File: config.mk
export PLATFORM = sky130hd
export DESIGN_NAME = md_issue_queue_flat
export DESIGN_NICKNAME = d
export VERILOG_FILES = /design/src/rtl/md_issue_queue_if.sv /design/src/rtl/md_issue_queue.sv /design/src/flat_wrapper.sv
export SDC_FILE = /design/constraint.sdc
export NUM_CORES = 1
export LEC_CHECK = 0
export BUFFER_PORTS_ARGS = -buffer_cell sky130_fd_sc_hd__clkbuf_2
export CORE_ASPECT_RATIO = 2
export CORE_MARGIN = 10
export CORE_UTILIZATION = 28
export DETAILED_ROUTE_END_ITERATION = 10
export GPL_TIMING_DRIVEN = 0
export PLACE_DENSITY = 0.51
export SLEW_MARGIN = 0
export SYNTH_ARGS = -nofsm -noshare
export SYNTH_HDL_FRONTEND = slang
export SYNTH_SLANG_ARGS = --single-unit
File: constraint.sdc
create_clock -name clk -period 3.6 [get_ports clk]
set_clock_uncertainty 0.15 [all_clocks]
set_input_delay 0.36 -clock clk [delete_from_list [all_inputs] [get_ports clk]]
set_output_delay 0.36 -clock clk [all_outputs]
set_load 0.01 [all_outputs]
File: src/rtl/md_issue_queue_if.sv
// Request channel between the E stage (master) and the MD issue queue (slave).
interface md_issue_queue_if #(
  parameter int OP_W = 4
) ();
  logic            req_valid;
  logic            req_ready;
  logic [OP_W-1:0] req_op;
  logic [31:0]     req_a;
  logic [31:0]     req_b;

  modport master (
    output req_valid,
    output req_op,
    output req_a,
    output req_b,
    input  req_ready
  );

  modport slave (
    input  req_valid,
    input  req_op,
    input  req_a,
    input  req_b,
    output req_ready
  );
endinterface

File: src/rtl/md_issue_queue.sv
// In-order request buffer and single-pulse issue sequencer in front of the MD unit.
// Optional idle-queue bypass is enabled by defining MDQ_BYPASS_EN.
module md_issue_queue #(
  parameter int DEPTH = 4,
  parameter int OP_W  = 4
) (
  input  logic                         clk,
  input  logic                         reset,
  md_issue_queue_if.slave              req_if,
  input  logic                         md_busy,
  output logic                         md_en,
  output logic [OP_W-1:0]              md_op,
  output logic [31:0]                  md_a,
  output logic [31:0]                  md_b,
  input  logic                         rd_req,
  output logic                         rd_ok,
  input  logic                         flush,
  output logic [$clog2(DEPTH+1)-1:0]   count
);

  localparam int PTR_W = $clog2(DEPTH);
  localparam int CNT_W = $clog2(DEPTH + 1);
  localparam logic [CNT_W-1:0] CNT_FULL = CNT_W'(DEPTH);
  localparam logic [CNT_W-1:0] CNT_ZERO = {CNT_W{1'b0}};
  localparam logic [CNT_W-1:0] CNT_ONE  = CNT_W'(1);
  localparam logic [PTR_W-1:0] PTR_ONE  = PTR_W'(1);

  typedef enum logic [1:0] {
    ST_IDLE  = 2'd0,
    ST_READY = 2'd1,
    ST_GUARD = 2'd2
  } state_e;

  state_e            state_q, state_d;
  logic [CNT_W-1:0]  count_q, count_d;
  logic [PTR_W-1:0]  wr_ptr_q, wr_ptr_d;
  logic [PTR_W-1:0]  rd_ptr_q, rd_ptr_d;
  logic              md_en_q, md_en_d;
  logic [OP_W-1:0]   md_op_q, md_op_d;
  logic [31:0]       md_a_q, md_a_d;
  logic [31:0]       md_b_q, md_b_d;

  logic [OP_W-1:0]   op_mem [DEPTH];
  logic [31:0]       a_mem  [DEPTH];
  logic [31:0]       b_mem  [DEPTH];

  logic              req_ready_s;
  logic              bypass_s;
  logic              push_s;
  logic              issue_s;
  logic              unused_rd_req_s;

  // A full queue refuses even when the head is leaving this cycle.
  assign req_ready_s = (count_q != CNT_FULL) && !flush;

`ifdef MDQ_BYPASS_EN
  assign bypass_s = (state_q == ST_IDLE) && (count_q == CNT_ZERO) && !md_busy
                    && !flush && req_if.req_valid;
`else
  assign bypass_s = 1'b0;
`endif

  assign push_s  = req_if.req_valid && req_ready_s && !bypass_s;
  assign issue_s = (state_q == ST_READY) && !md_busy && (count_q != CNT_ZERO);

  assign req_if.req_ready = req_ready_s;
  assign rd_ok            = (state_q == ST_IDLE) && !md_busy;
  // The pipeline itself stalls on rd_req && !rd_ok; nothing here depends on it.
  assign unused_rd_req_s  = rd_req;

  assign count = count_q;
  assign md_en = md_en_q;
  assign md_op = md_op_q;
  assign md_a  = md_a_q;
  assign md_b  = md_b_q;

  // Occupancy and pointer bookkeeping; flush drops everything not yet issued.
  always_comb begin
    count_d  = count_q;
    wr_ptr_d = wr_ptr_q;
    rd_ptr_d = rd_ptr_q;
    if (push_s) begin
      wr_ptr_d = wr_ptr_q + PTR_ONE;
    end else begin
      wr_ptr_d = wr_ptr_q;
    end
    if (issue_s) begin
      rd_ptr_d = rd_ptr_q + PTR_ONE;
    end else begin
      rd_ptr_d = rd_ptr_q;
    end
    if (flush) begin
      count_d  = CNT_ZERO;
      rd_ptr_d = wr_ptr_q;
    end else begin
      case ({push_s, issue_s})
        2'b10:   count_d = count_q + CNT_ONE;
        2'b01:   count_d = count_q - CNT_ONE;
        default: count_d = count_q;
      endcase
    end
  end

  // Issue sequencing: GUARD covers the edge before md_busy becomes visible.
  always_comb begin
    state_d = state_q;
    case (state_q)
      ST_IDLE: begin
        if (bypass_s) begin
          state_d = ST_GUARD;
        end else if (push_s) begin
          state_d = ST_READY;
        end else begin
          state_d = ST_IDLE;
        end
      end
      ST_READY: begin
        if (issue_s) begin
          state_d = ST_GUARD;
        end else if (count_d == CNT_ZERO) begin
          state_d = ST_IDLE;
        end else begin
          state_d = ST_READY;
        end
      end
      ST_GUARD: begin
        if (count_d != CNT_ZERO) begin
          state_d = ST_READY;
        end else begin
          state_d = ST_IDLE;
        end
      end
      default: state_d = ST_IDLE;
    endcase
  end

  // Issued operands hold their last values between pulses.
  always_comb begin
    md_en_d = issue_s || bypass_s;
    md_op_d = md_op_q;
    md_a_d  = md_a_q;
    md_b_d  = md_b_q;
    if (issue_s) begin
      md_op_d = op_mem[rd_ptr_q];
      md_a_d  = a_mem[rd_ptr_q];
      md_b_d  = b_mem[rd_ptr_q];
    end else if (bypass_s) begin
      md_op_d = req_if.req_op;
      md_a_d  = req_if.req_a;
      md_b_d  = req_if.req_b;
    end else begin
      md_op_d = md_op_q;
      md_a_d  = md_a_q;
      md_b_d  = md_b_q;
    end
  end

  always_ff @(posedge clk) begin
    if (push_s) begin
      op_mem[wr_ptr_q] <= req_if.req_op;
      a_mem[wr_ptr_q]  <= req_if.req_a;
      b_mem[wr_ptr_q]  <= req_if.req_b;
    end
  end

  always_ff @(posedge clk or negedge reset) begin
    if (!reset) begin
      state_q  <= ST_IDLE;
      count_q  <= CNT_ZERO;
      wr_ptr_q <= {PTR_W{1'b0}};
      rd_ptr_q <= {PTR_W{1'b0}};
      md_en_q  <= 1'b0;
      md_op_q  <= {OP_W{1'b0}};
      md_a_q   <= 32'h0000_0000;
      md_b_q   <= 32'h0000_0000;
    end else begin
      state_q  <= state_d;
      count_q  <= count_d;
      wr_ptr_q <= wr_ptr_d;
      rd_ptr_q <= rd_ptr_d;
      md_en_q  <= md_en_d;
      md_op_q  <= md_op_d;
      md_a_q   <= md_a_d;
      md_b_q   <= md_b_d;
    end
  end

endmodule

File: src/flat_wrapper.sv
// flat-port wrapper written by rule: the top's interface ports become plain ports
module md_issue_queue_flat 
#(
  parameter int DEPTH = 4,
  parameter int OP_W  = 4
)
  (clk, reset, md_busy, md_en, md_op, md_a, md_b, rd_req, rd_ok, flush, count, req_if_req_valid, req_if_req_op, req_if_req_a, req_if_req_b, req_if_req_ready);
  md_issue_queue_if #(.OP_W(OP_W)) req_if_i ();
  input  logic clk;
  input  logic reset;
  input  logic md_busy;
  output logic md_en;
  output logic [OP_W-1:0] md_op;
  output logic [31:0] md_a;
  output logic [31:0] md_b;
  input  logic rd_req;
  output logic rd_ok;
  input  logic flush;
  output logic [$clog2(DEPTH+1)-1:0] count;
  input wire logic [$bits(req_if_i.req_valid)-1:0] req_if_req_valid;
  input wire logic [$bits(req_if_i.req_op)-1:0] req_if_req_op;
  input wire logic [$bits(req_if_i.req_a)-1:0] req_if_req_a;
  input wire logic [$bits(req_if_i.req_b)-1:0] req_if_req_b;
  output wire logic [$bits(req_if_i.req_ready)-1:0] req_if_req_ready;
  assign req_if_i.req_valid = req_if_req_valid;
  assign req_if_i.req_op = req_if_req_op;
  assign req_if_i.req_a = req_if_req_a;
  assign req_if_i.req_b = req_if_req_b;
  assign req_if_req_ready = req_if_i.req_ready;
  md_issue_queue #(.DEPTH(DEPTH), .OP_W(OP_W)) u_core (.clk(clk), .reset(reset), .req_if(req_if_i), .md_busy(md_busy), .md_en(md_en), .md_op(md_op), .md_a(md_a), .md_b(md_b), .rd_req(rd_req), .rd_ok(rd_ok), .flush(flush), .count(count));
endmodule
Word-level counts from Yosys, hierarchy flattened --
Memory sizes are Yosys's and may differ from the RTL's. A register that Yosys moved wholly into a read port is not among the register bits. Index checks and enable logic that the tools add are counted.
Word-level totals: memory bits (writable) 272, memories 3, register bits 10
Memory list:
- u_core.a_mem | depth 4, width 32, rd ports 1, clocked after Yosys merged registers in 1, wr ports 1, RTL line md_issue_queue.sv:44 | logic [31:0] a_mem [DEPTH];
- u_core.b_mem | depth 4, width 32, rd ports 1, clocked after Yosys merged registers in 1, wr ports 1, RTL line md_issue_queue.sv:45 | logic [31:0] b_mem [DEPTH];
- u_core.op_mem | depth 4, width 4, rd ports 1, clocked after Yosys merged registers in 1, wr ports 1, RTL line md_issue_queue.sv:43 | logic [OP_W-1:0] op_mem [DEPTH];
Operators by class: mux-type cells 11, equal/unequal tests 5, add/subtract/negate cells 4, reduce and logical (&&, ||, !) cells 15
Operator list (count):
- $mux 2 | 3
- $pmux 2 s3 | 1
- $pmux 3 s2 | 1
- $reduce_bool 3->1 | 2
- $logic_and 1x1->1 | 5
- $logic_not 1->1 | 5
- $mux 1 | 5
- $add 2x1->2 const B | 2
- $eq 2x1->1 const B | 2
- $eq 2x2->1 const B | 2
- $add 3x1->3 const B | 1
- $logic_not 3->1 | 1
- $mux 3 | 1
- $ne 3x3->1 const B | 1
- $sub 3x1->3 const B | 1
- $logic_not 2->1 | 1
- $reduce_bool 2->1 | 1

Logic depth before layout (Yosys ltp) --
Gate-level depths: netlist of run 1.
depth in word-level cells 10, depth in mapped cells 10, depth with buffers taken out 10

Worst setup path after synthesis of run 1 --
No wires, ideal clock.
path type register to register, from reg u_core.count_q[0] (netlist: u_core.count[0]), to mem u_core.a_mem[0][0], enable pin, stages on the path, launching flop included 4, clock period less this slack 3.231 ns, required time 3.016 ns, setup slack 0.369 ns, arrival 2.647 ns, cells stage by stage dfrtp_1 -> nor2_1 -> a21oi_1 -> and3_1
Between the ends: longest elaborated chain between the ends 5
RTL lines:
- start, declared | RTL line md_issue_queue.sv:35 | logic [CNT_W-1:0] count_q, count_d;
- start signal, assigned | RTL line md_issue_queue.sv:178 | count_q <= count_d;
- $ne 3x3->1 | RTL line md_issue_queue.sv:54 | assign req_ready_s = (count_q != CNT_FULL) && !flush;
- $logic_and 1x1->1 | RTL line md_issue_queue.sv:54
- net req_if_req_ready | RTL line flat_wrapper.sv:24 | output wire logic [$bits(req_if_i.req_ready)-1:0] req_if_req_ready;
- $logic_and 1x1->1 | RTL line md_issue_queue.sv:63 | assign push_s = req_if.req_valid && req_ready_s && !bypass_s;
- $mux 1 | RTL line md_issue_queue.sv:159 | if (push_s) begin
- $mux 1 (implied by the code) | RTL line md_issue_queue.sv:161 | a_mem[wr_ptr_q] <= req_if.req_a;
- end, declared | RTL line md_issue_queue.sv:44
The timed path passes the listed nets, and every way through them passes these cells.

Worst setup path after layout of run 1 --
from reg u_core.count_q[0] (netlist: u_core.count[0]), to reg u_core.state_q[0]
Between the ends: longest elaborated chain between the ends 10
RTL lines:
- $ne 3x3->1 | RTL line md_issue_queue.sv:54
- $logic_and 1x1->1 | RTL line md_issue_queue.sv:54
- $logic_and 1x1->1 | RTL line md_issue_queue.sv:63
- $eq 2x1->1 or $eq 2x2->1 (tied branches) | RTL line md_issue_queue.sv:96 | case ({push_s, issue_s})
- $pmux 3 s2 | RTL line md_issue_queue.sv:96
- $mux 3 | RTL line md_issue_queue.sv:92 | if (flush) begin
- $logic_not 3->1 | RTL line md_issue_queue.sv:120 | end else if (count_d == CNT_ZERO) begin
- $mux 1 | RTL line md_issue_queue.sv:120
- $mux 2 | RTL line md_issue_queue.sv:118 | if (issue_s) begin
- $pmux 2 s3 (*) | RTL line md_issue_queue.sv:107 | case (state_q)
- net u_core.state_d[0] | RTL line md_issue_queue.sv:34 | state_e state_q, state_d;
- end signal, assigned | RTL line md_issue_queue.sv:177 | state_q <= state_d;
- end, declared | RTL line md_issue_queue.sv:34
The timed path passes the listed nets; every way through them passes the cells marked *. A chain may end at the register's enable or synchronous reset.

==> results.txt, run 1 <==
Slowest-stage cell, CP -> dfrtp_1
H-tree depth -> 2
Pins Over Slew Limit -> 0
DRC -> 0
Post-DP HPWL -> 18.5 mm
Port Buf Inserts -> 145
GP Congestion -> 0.674
Final ANT Viol Nets -> 0
routed len/inst -> 20.4 µm
PwrDens -> 717 nW/µm²
largest area contributor in the netlist -> edfxtp_1
VDD IR max -> 476 µV
WL final -> 29.9 mm
total track usage -> 0.105
most frequent cell after synthesis -> edfxtp_1
Post-Syn Nets -> 638
via/cell ratio -> 4.25
vias in the first global route -> 7,260
TritonRoute pass-1 iters -> 4
area added between synthesis and finish -> 26.1%
WP data arrival -> 3.46 ns
# IOs -> 148
Core Footprint -> 46,800 µm²
Overflow after GRT -> 0
worst slack at placement -> 0.451 ns
worst-margin pin slew -> 0.844 ns
cells after synthesis -> 558
Via Count -> 6,229
#FFs+latches synth -> 350
Setup CP Type -> reg2reg
worst path cell trace -> nor2_1 > a21oi_1 > and2_1 > inv_1 > ha_1 > fa_1 > xnor2_1 > or4_1 > a32oi_1 > a21o_1
final setup vio count -> 0
synth top area cells -> edfxtp_1, dfrtp_1, mux4_2, mux2_4, buf_12
Async SR Flop Fraction -> 0.223
Worst Path Required -> 3.92 ns
Setup TNS -> 0 ns
Max clock buf depth -> 3
slowest stage delay, CP -> 0.50 ns
FMAX -> 319 MHz
TritonCTS buffer count -> 35
layout cells sized above 1 -> 0.430
count of cell types in the netlist -> 35
largest net degree at the start of global routing -> 79
Worst Path Max Fanout -> 6
clk root buf -> clkbuf_16
status -> finished, final reports clean
clk_lat worst skew -> 0.53 ns
antenna violations before repair -> 4
Synth Warn # -> 0
sequential share of the synthesized area -> 0.761
Die Ht -> 328 µm
Hold Vio Cnt, Final -> 0
Die W -> 174 µm
Rel. slew slack -> 0.437
post-synth top area share -> 0.614
Post-synth EDFFs -> 272
period utilisation layout -> 0.871
LEAKAGE -> 0.00612 µW
drt initial violations -> 261
Final Critical Period -> 3.14 ns
Layout Utilization -> 0.358
CP endpoint kind -> register
post-cts resize count -> 0
fin worst setup slack -> 0.463 ns
first-pass GRT wire length -> 45.7 mm
commonest cells in the netlist -> edfxtp_1, dfrtp_1, mux2_4, mux4_2, buf_6
FILL cells -> 4,434
syn_area_per_cell -> 23.8 µm²
clock sinks -> 350
Max-cap violations -> 0
Synth Cell Area -> 13,300 µm²
nets -> 894
CTS tree -> done
clk slew on worst S/H paths -> 0.06 ns
die footprint -> 57,100 µm²
RSZ-0062 raised after global routing -> no
row count -> 112
Starting Density -> 0.284
ys flop type -> edfxtp_1
worst min path class -> in2reg
crit start category -> register
## final cells by class
cell class	count	area (µm²)	share of cell area
antenna	2	5.00	0.000298
inverter	4	15.0	0.000895
multi-input combinational	179	2910	0.173
clock inverter	12	135	0.00806
timing repair buffer	219	1540	0.0917
buffer	25	280	0.0167
tap	627	785	0.0468
clock buffer	49	990	0.0590
sequential	350	10100	0.603
## flip-flops by register name (all words and copies together), names as in the netlist
register         flops
u_core.md_op         4
u_core.b_mem       128
u_core.wr_ptr_q      2
u_core.md_en         1
u_core.rd_ptr_q      2
u_core.count         3
u_core.md_b         32
u_core.op_mem       16
u_core.a_mem       128
u_core.md_a         32
u_core.state_q       2
## per-stage QoR
| step | power, µW | hold slack [ns] | cell area, µm² | instances |
|---|---|---|---|---|
| 2_1_floorplan | 7410 | -0.0856 | 13300 | 558 |
| 3_3_place_gp | 8550 | 0.345 | 14800 | 1330 |
| 3_5_place_dp | 8590 | 0.345 | 14900 | 1334 |
| 4_1_cts | 12400 | 0.0261 | 16800 | 1465 |
| 5_1_grt | 12700 | 0.0717 | 16800 | 1467 |
| 6_report | 12000 | 0.0611 | 16800 | 1467 |
## cells by family (layout without fill, tap and decap cells)
logic type | after synthesis | after routing | synth area share
simple gates | 22 | 22 | 0.00997
flops | 350 | 350 | 0.761
mux | 138 | 138 | 0.194
xor+xnor | 5 | 5 | 0.00329
other cells | 0 | 2 | 0
buf+inv | 29 | 309 | 0.0222
compound gates | 8 | 8 | 0.00395
fa+ha+maj | 6 | 6 | 0.00621
## report_power, final
part	internal (µW)	total [µW]	switching (µW)
clock network	2080	3600	1520
registers	5120	5460	345
logic	1600	2960	1360
## worst max-delay path: cells and delay by family, from the launching register on
family,cells,cell delay [ns]
adder cells (fa/ha/maj),2,0.59
AO/OA/AOI/OAI,3,0.80
flip-flops,1,0.50
buffers and inverters,1,0.07
AND/OR/NAND/NOR,3,0.85
XOR/XNOR,1,0.14
## repair_timing
item | CTS | global route
buffers inserted | 0 | 0
hold buffers | 70 | 0
endpoints found under the hold margin | 353 | 0
## cell usage in the layout, fill, tap and decap left out, types with 2 or more instances in the layout
| master | count |
|---|---|
| edfxtp_1 | 272 |
| clkbuf_2 | 144 |
| dfrtp_1 | 78 |
| dlygate4sd3_1 | 70 |
| mux4_2 | 68 |
| mux2_4 | 68 |
| clkbuf_16 | 36 |
| clkbuf_1 | 14 |
| buf_6 | 9 |
| buf_12 | 8 |
| nor2_1 | 5 |
| ha_1 | 5 |
| clkbuf_8 | 5 |
| buf_2 | 4 |
| inv_1 | 4 |
| xnor2_1 | 4 |
| and3_4 | 4 |
| nand2_1 | 3 |
| clkinv_1 | 3 |
| buf_16 | 3 |
| diode_2 | 2 |
| o21ai_1 | 2 |
| inv_6 | 2 |
| clkinv_4 | 2 |
| bufinv_16 | 2 |
## worst paths after layout
kind	startpoint	to	slack, ns	cells past startpoint
worst min register to register	u_core.md_b[19]$_DFFE_PN0P_	u_core.md_b[19]$_DFFE_PN0P_	0.36	1
min in group asynchronous	reset	u_core.md_en$_DFF_PN0_	0.29	2
max in group asynchronous	reset	u_core.md_b[21]$_DFFE_PN0P_	2.39	2
worst max-delay path	u_core.count[0]$_DFF_PN0_	u_core.state_q[0]$_DFF_PN0_	0.46	10
worst max register to register	u_core.count[0]$_DFF_PN0_	u_core.state_q[0]$_DFF_PN0_	0.46	10
worst min-delay path	md_busy	u_core.state_q[1]$_DFF_PN0_	0.06	3
## per-layer routing
layer,share of wire,GRT usage
met1,0.37,0.112
met3,0.041,0.0224
met2,0.56,0.199
met4,0.027,0.0397
met5,0.00090,0
(Power assumes the default switching activity.)
==> run 2, diff against run 1 <==
--- a/config.mk
+++ b/config.mk
@@ -10,8 +10,8 @@
 export CORE_MARGIN = 10
 export CORE_UTILIZATION = 28
 export DETAILED_ROUTE_END_ITERATION = 10
-export GPL_TIMING_DRIVEN = 0
 export PLACE_DENSITY = 0.51
+export RECOVER_POWER = 50
 export SLEW_MARGIN = 0
 export SYNTH_ARGS = -nofsm -noshare
 export SYNTH_HDL_FRONTEND = slang
==> run 2 against run 1 <==
Compared with the run above:
- routed wire length is 1.6% lower
- the run now ends with capacitance limit, slew limit left
- global-route usage is 0.20 points lower
- critical endpoint unchanged
- sequential cell count stayed put
- sequential share of layout area is 1.2 points higher
==> results.txt, run 2 (synthesis gave the netlist of run 1 again) <==
status -> finished, violations left (was finished, final reports clean)
failing checks -> capacitance limit, slew limit
Rel. slew slack -> -0.354 (was 0.437)
row count -> 112 (unchanged)
Die W -> 174 µm (unchanged)
commonest cells after routing, fill and taps aside -> edfxtp_1, clkbuf_1, dfrtp_1 (was edfxtp_1, clkbuf_2, dfrtp_1)
final setup vio count -> 0 (unchanged)
Register Area -> 10,100 µm² (about the same)
Pins Over Slew Limit -> 65 (was 0)
Max-cap violations -> 1 (was 0)
multi-input gate area in the final layout -> 2900 µm² (was 2910 µm²)
Setup CP Type -> in2reg (was reg2reg)
via/cell ratio -> 4.25 (about the same)
Via Count -> 6,173 (was 6,229)
clock sinks -> 350 (unchanged)
Starting Density -> 0.284 (unchanged)
area added between synthesis and finish -> 23.7% (was 26.1%)
clock share of power -> 0.306 (was 0.299)
drt initial violations -> 279 (was 261)
WP data arrival -> 3.32 ns (was 3.46 ns)
PwrDens -> 724 nW/µm² (was 717 nW/µm²)
Min-Delay Startpoint -> md_busy (unchanged)
Sw Ratio -> 0.272 (was 0.268)
Final Critical Period -> 3.01 ns (was 3.14 ns)
LEAKAGE -> 0.00564 µW (was 0.00612 µW)
Overflow after GRT -> 0 (unchanged)
Combinational Power Share -> 0.224 (was 0.246)
# IOs -> 148 (unchanged)
clk slew on worst S/H paths -> 0.06 ns (about the same)
antenna violations before repair -> 2 (was 4)
TritonCTS buffer count -> 35 (unchanged)
RSZ-0062 raised after global routing -> no (unchanged)
CTS tree -> done (unchanged)
reg2reg start -> u_core.count[0]$_DFF_PN0_ (unchanged)
Worst Path Required -> 3.91 ns (was 3.92 ns)
WL final -> 29.4 mm (was 29.9 mm)
Setup TNS -> 0 ns (unchanged)
Int Pwr -> 8680 µW (was 8790 µW)
Layout Utilization -> 0.352 (was 0.358)
Worst Path Max Fanout -> 10 (was 6)
r2r endpoint -> u_core.state_q[0]$_DFF_PN0_ (unchanged)
Post-DP HPWL -> 17.6 mm (was 18.5 mm)
first-pass GRT wire length -> 45.0 mm (was 45.7 mm)
FILL cells -> 4,505 (was 4,434)
CP endpoint kind -> register (unchanged)
power share of the sequential group -> 0.470 (was 0.455)
clk_lat worst skew -> 0.51 ns (was 0.53 ns)
period utilisation layout -> 0.837 (was 0.871)
Net Sw Power -> 3240 µW (was 3220 µW)
post-cts resize count -> 0 (unchanged)
layout cells sized above 1 -> 0.272 (was 0.430)
Die Ht -> 328 µm (unchanged)
total track usage -> 0.103 (was 0.105)
vias in the first global route -> 7,087 (was 7,260)
worst min path class -> in2reg (unchanged)
Post CTS Setup Buffer Count -> 0 (unchanged)
Final ANT Viol Nets -> 0 (unchanged)
crit start category -> input pin (was register)
largest net degree at the start of global routing -> 71 (was 79)
FMAX -> 332 MHz (was 319 MHz)
die footprint -> 57,100 µm² (unchanged)
Core Footprint -> 46,800 µm² (unchanged)
r2r worst-path depth -> 11 (was 10)
routed len/inst -> 20.2 µm (was 20.4 µm)
Max clock buf depth -> 3 (unchanged)
TritonRoute pass-1 iters -> 4 (unchanged)
H-tree depth -> 2 (unchanged)
nets -> 880 (was 894)
worst-margin pin slew -> 2.03 ns (was 0.844 ns)
CP Capture Point -> u_core.state_q[0]$_DFF_PN0_ (unchanged)
Largest regs -> u_core.a_mem x128, u_core.b_mem x128 (unchanged)
GP Congestion -> 0.717 (was 0.674)
clk root buf -> clkbuf_16 (unchanged)
DRC -> 0 (unchanged)
total power -> 11,900 µW (was 12,000 µW)
VDD IR max -> 443 µV (was 476 µV)
register-to-register setup slack -> 0.59 ns (was 0.46 ns)
Hold Vio Cnt, Final -> 0 (unchanged)
hold_buf cts -> 70 (unchanged)
commonest non-fill, non-tap cell in the layout -> edfxtp_1 (unchanged)
Setup crit start -> flush (was u_core.count[0]$_DFF_PN0_)
Port Buf Inserts -> 146 (was 145)
[run 2: cell types whose count changed in the layout (fill, tap and decap cells not counted), sizes merged]
cell,before,now
buf,24,14
bufinv,2,3
clkbuf,199,189
clkinv,7,9
clkinvlp,1,3
inv,6,8
[run 2: per-stage QoR]
| stage | hold WS, ns | setup WS, ns | cell area, µm² | cells |
|---|---|---|---|---|
| 2_1_floorplan | -0.0856 | 0.369 | 13300 | 558 |
| 3_3_place_gp | 0.346 | 0.663 | 14800 | 1320 |
| 3_5_place_dp | 0.343 | 0.631 | 14800 | 1320 |
| 4_1_cts | 0.0609 | 0.608 | 16600 | 1452 |
| 5_1_grt | 0.0821 | 0.389 | 16500 | 1453 |
| 6_report | 0.109 | 0.587 | 16500 | 1454 |
[run 2: worst max-delay path, stage by stage]
cell	delay (ns)
dlygate4sd3_1	0.54
clkbuf_2	0.19
a21oi_1	0.17
buf_4	0.16
and2_0	0.27
inv_1	0.08
ha_1	0.22
fa_1	0.38
xnor2_1	0.15
or4_1	0.43
a32oi_1	0.25
a21o_1	0.11
[run 2: routing by layer]
layer,global-route usage,share of wire
met2,0.194,0.55
met1,0.112,0.39
met4,0.0399,0.026
met5,0,0
met3,0.0206,0.037
[run 2: worst min path at each step]
stage	endpoint	slack, ns	cells past startpoint
CTS	u_core.state_q[1]$_DFF_PN0_	0.06	3
global route	u_core.state_q[1]$_DFF_PN0_	0.08	3
detailed placement	u_core.md_b[26]$_DFFE_PN0P_	0.34	1
finish	u_core.state_q[1]$_DFF_PN0_	0.11	3
floorplan	u_core.count[0]$_DFF_PN0_	-0.09	0
global placement	u_core.md_a[28]$_DFFE_PN0P_	0.35	1
[run 2: area by class of cell]
type,count,area share
inverters,4,0.000912
flip-flops and latches,350,0.615
well taps,627,0.0477
clock inverters,19,0.0119
diodes,2,0.000304
clock buffers,43,0.0575
multi-input cells,179,0.176
repair buffers,230,0.0899
[run 2: power groups by stage]
stage | clock [µW] | combinational [µW] | sequential [µW]
finish | 3650 | 2670 | 5600
global route | 3940 | 2910 | 5710
detailed placement | 0 | 2820 | 5710
floorplan | 0 | 1750 | 5650
CTS | 3810 | 2890 | 5640
global placement | 0 | 2790 | 5700
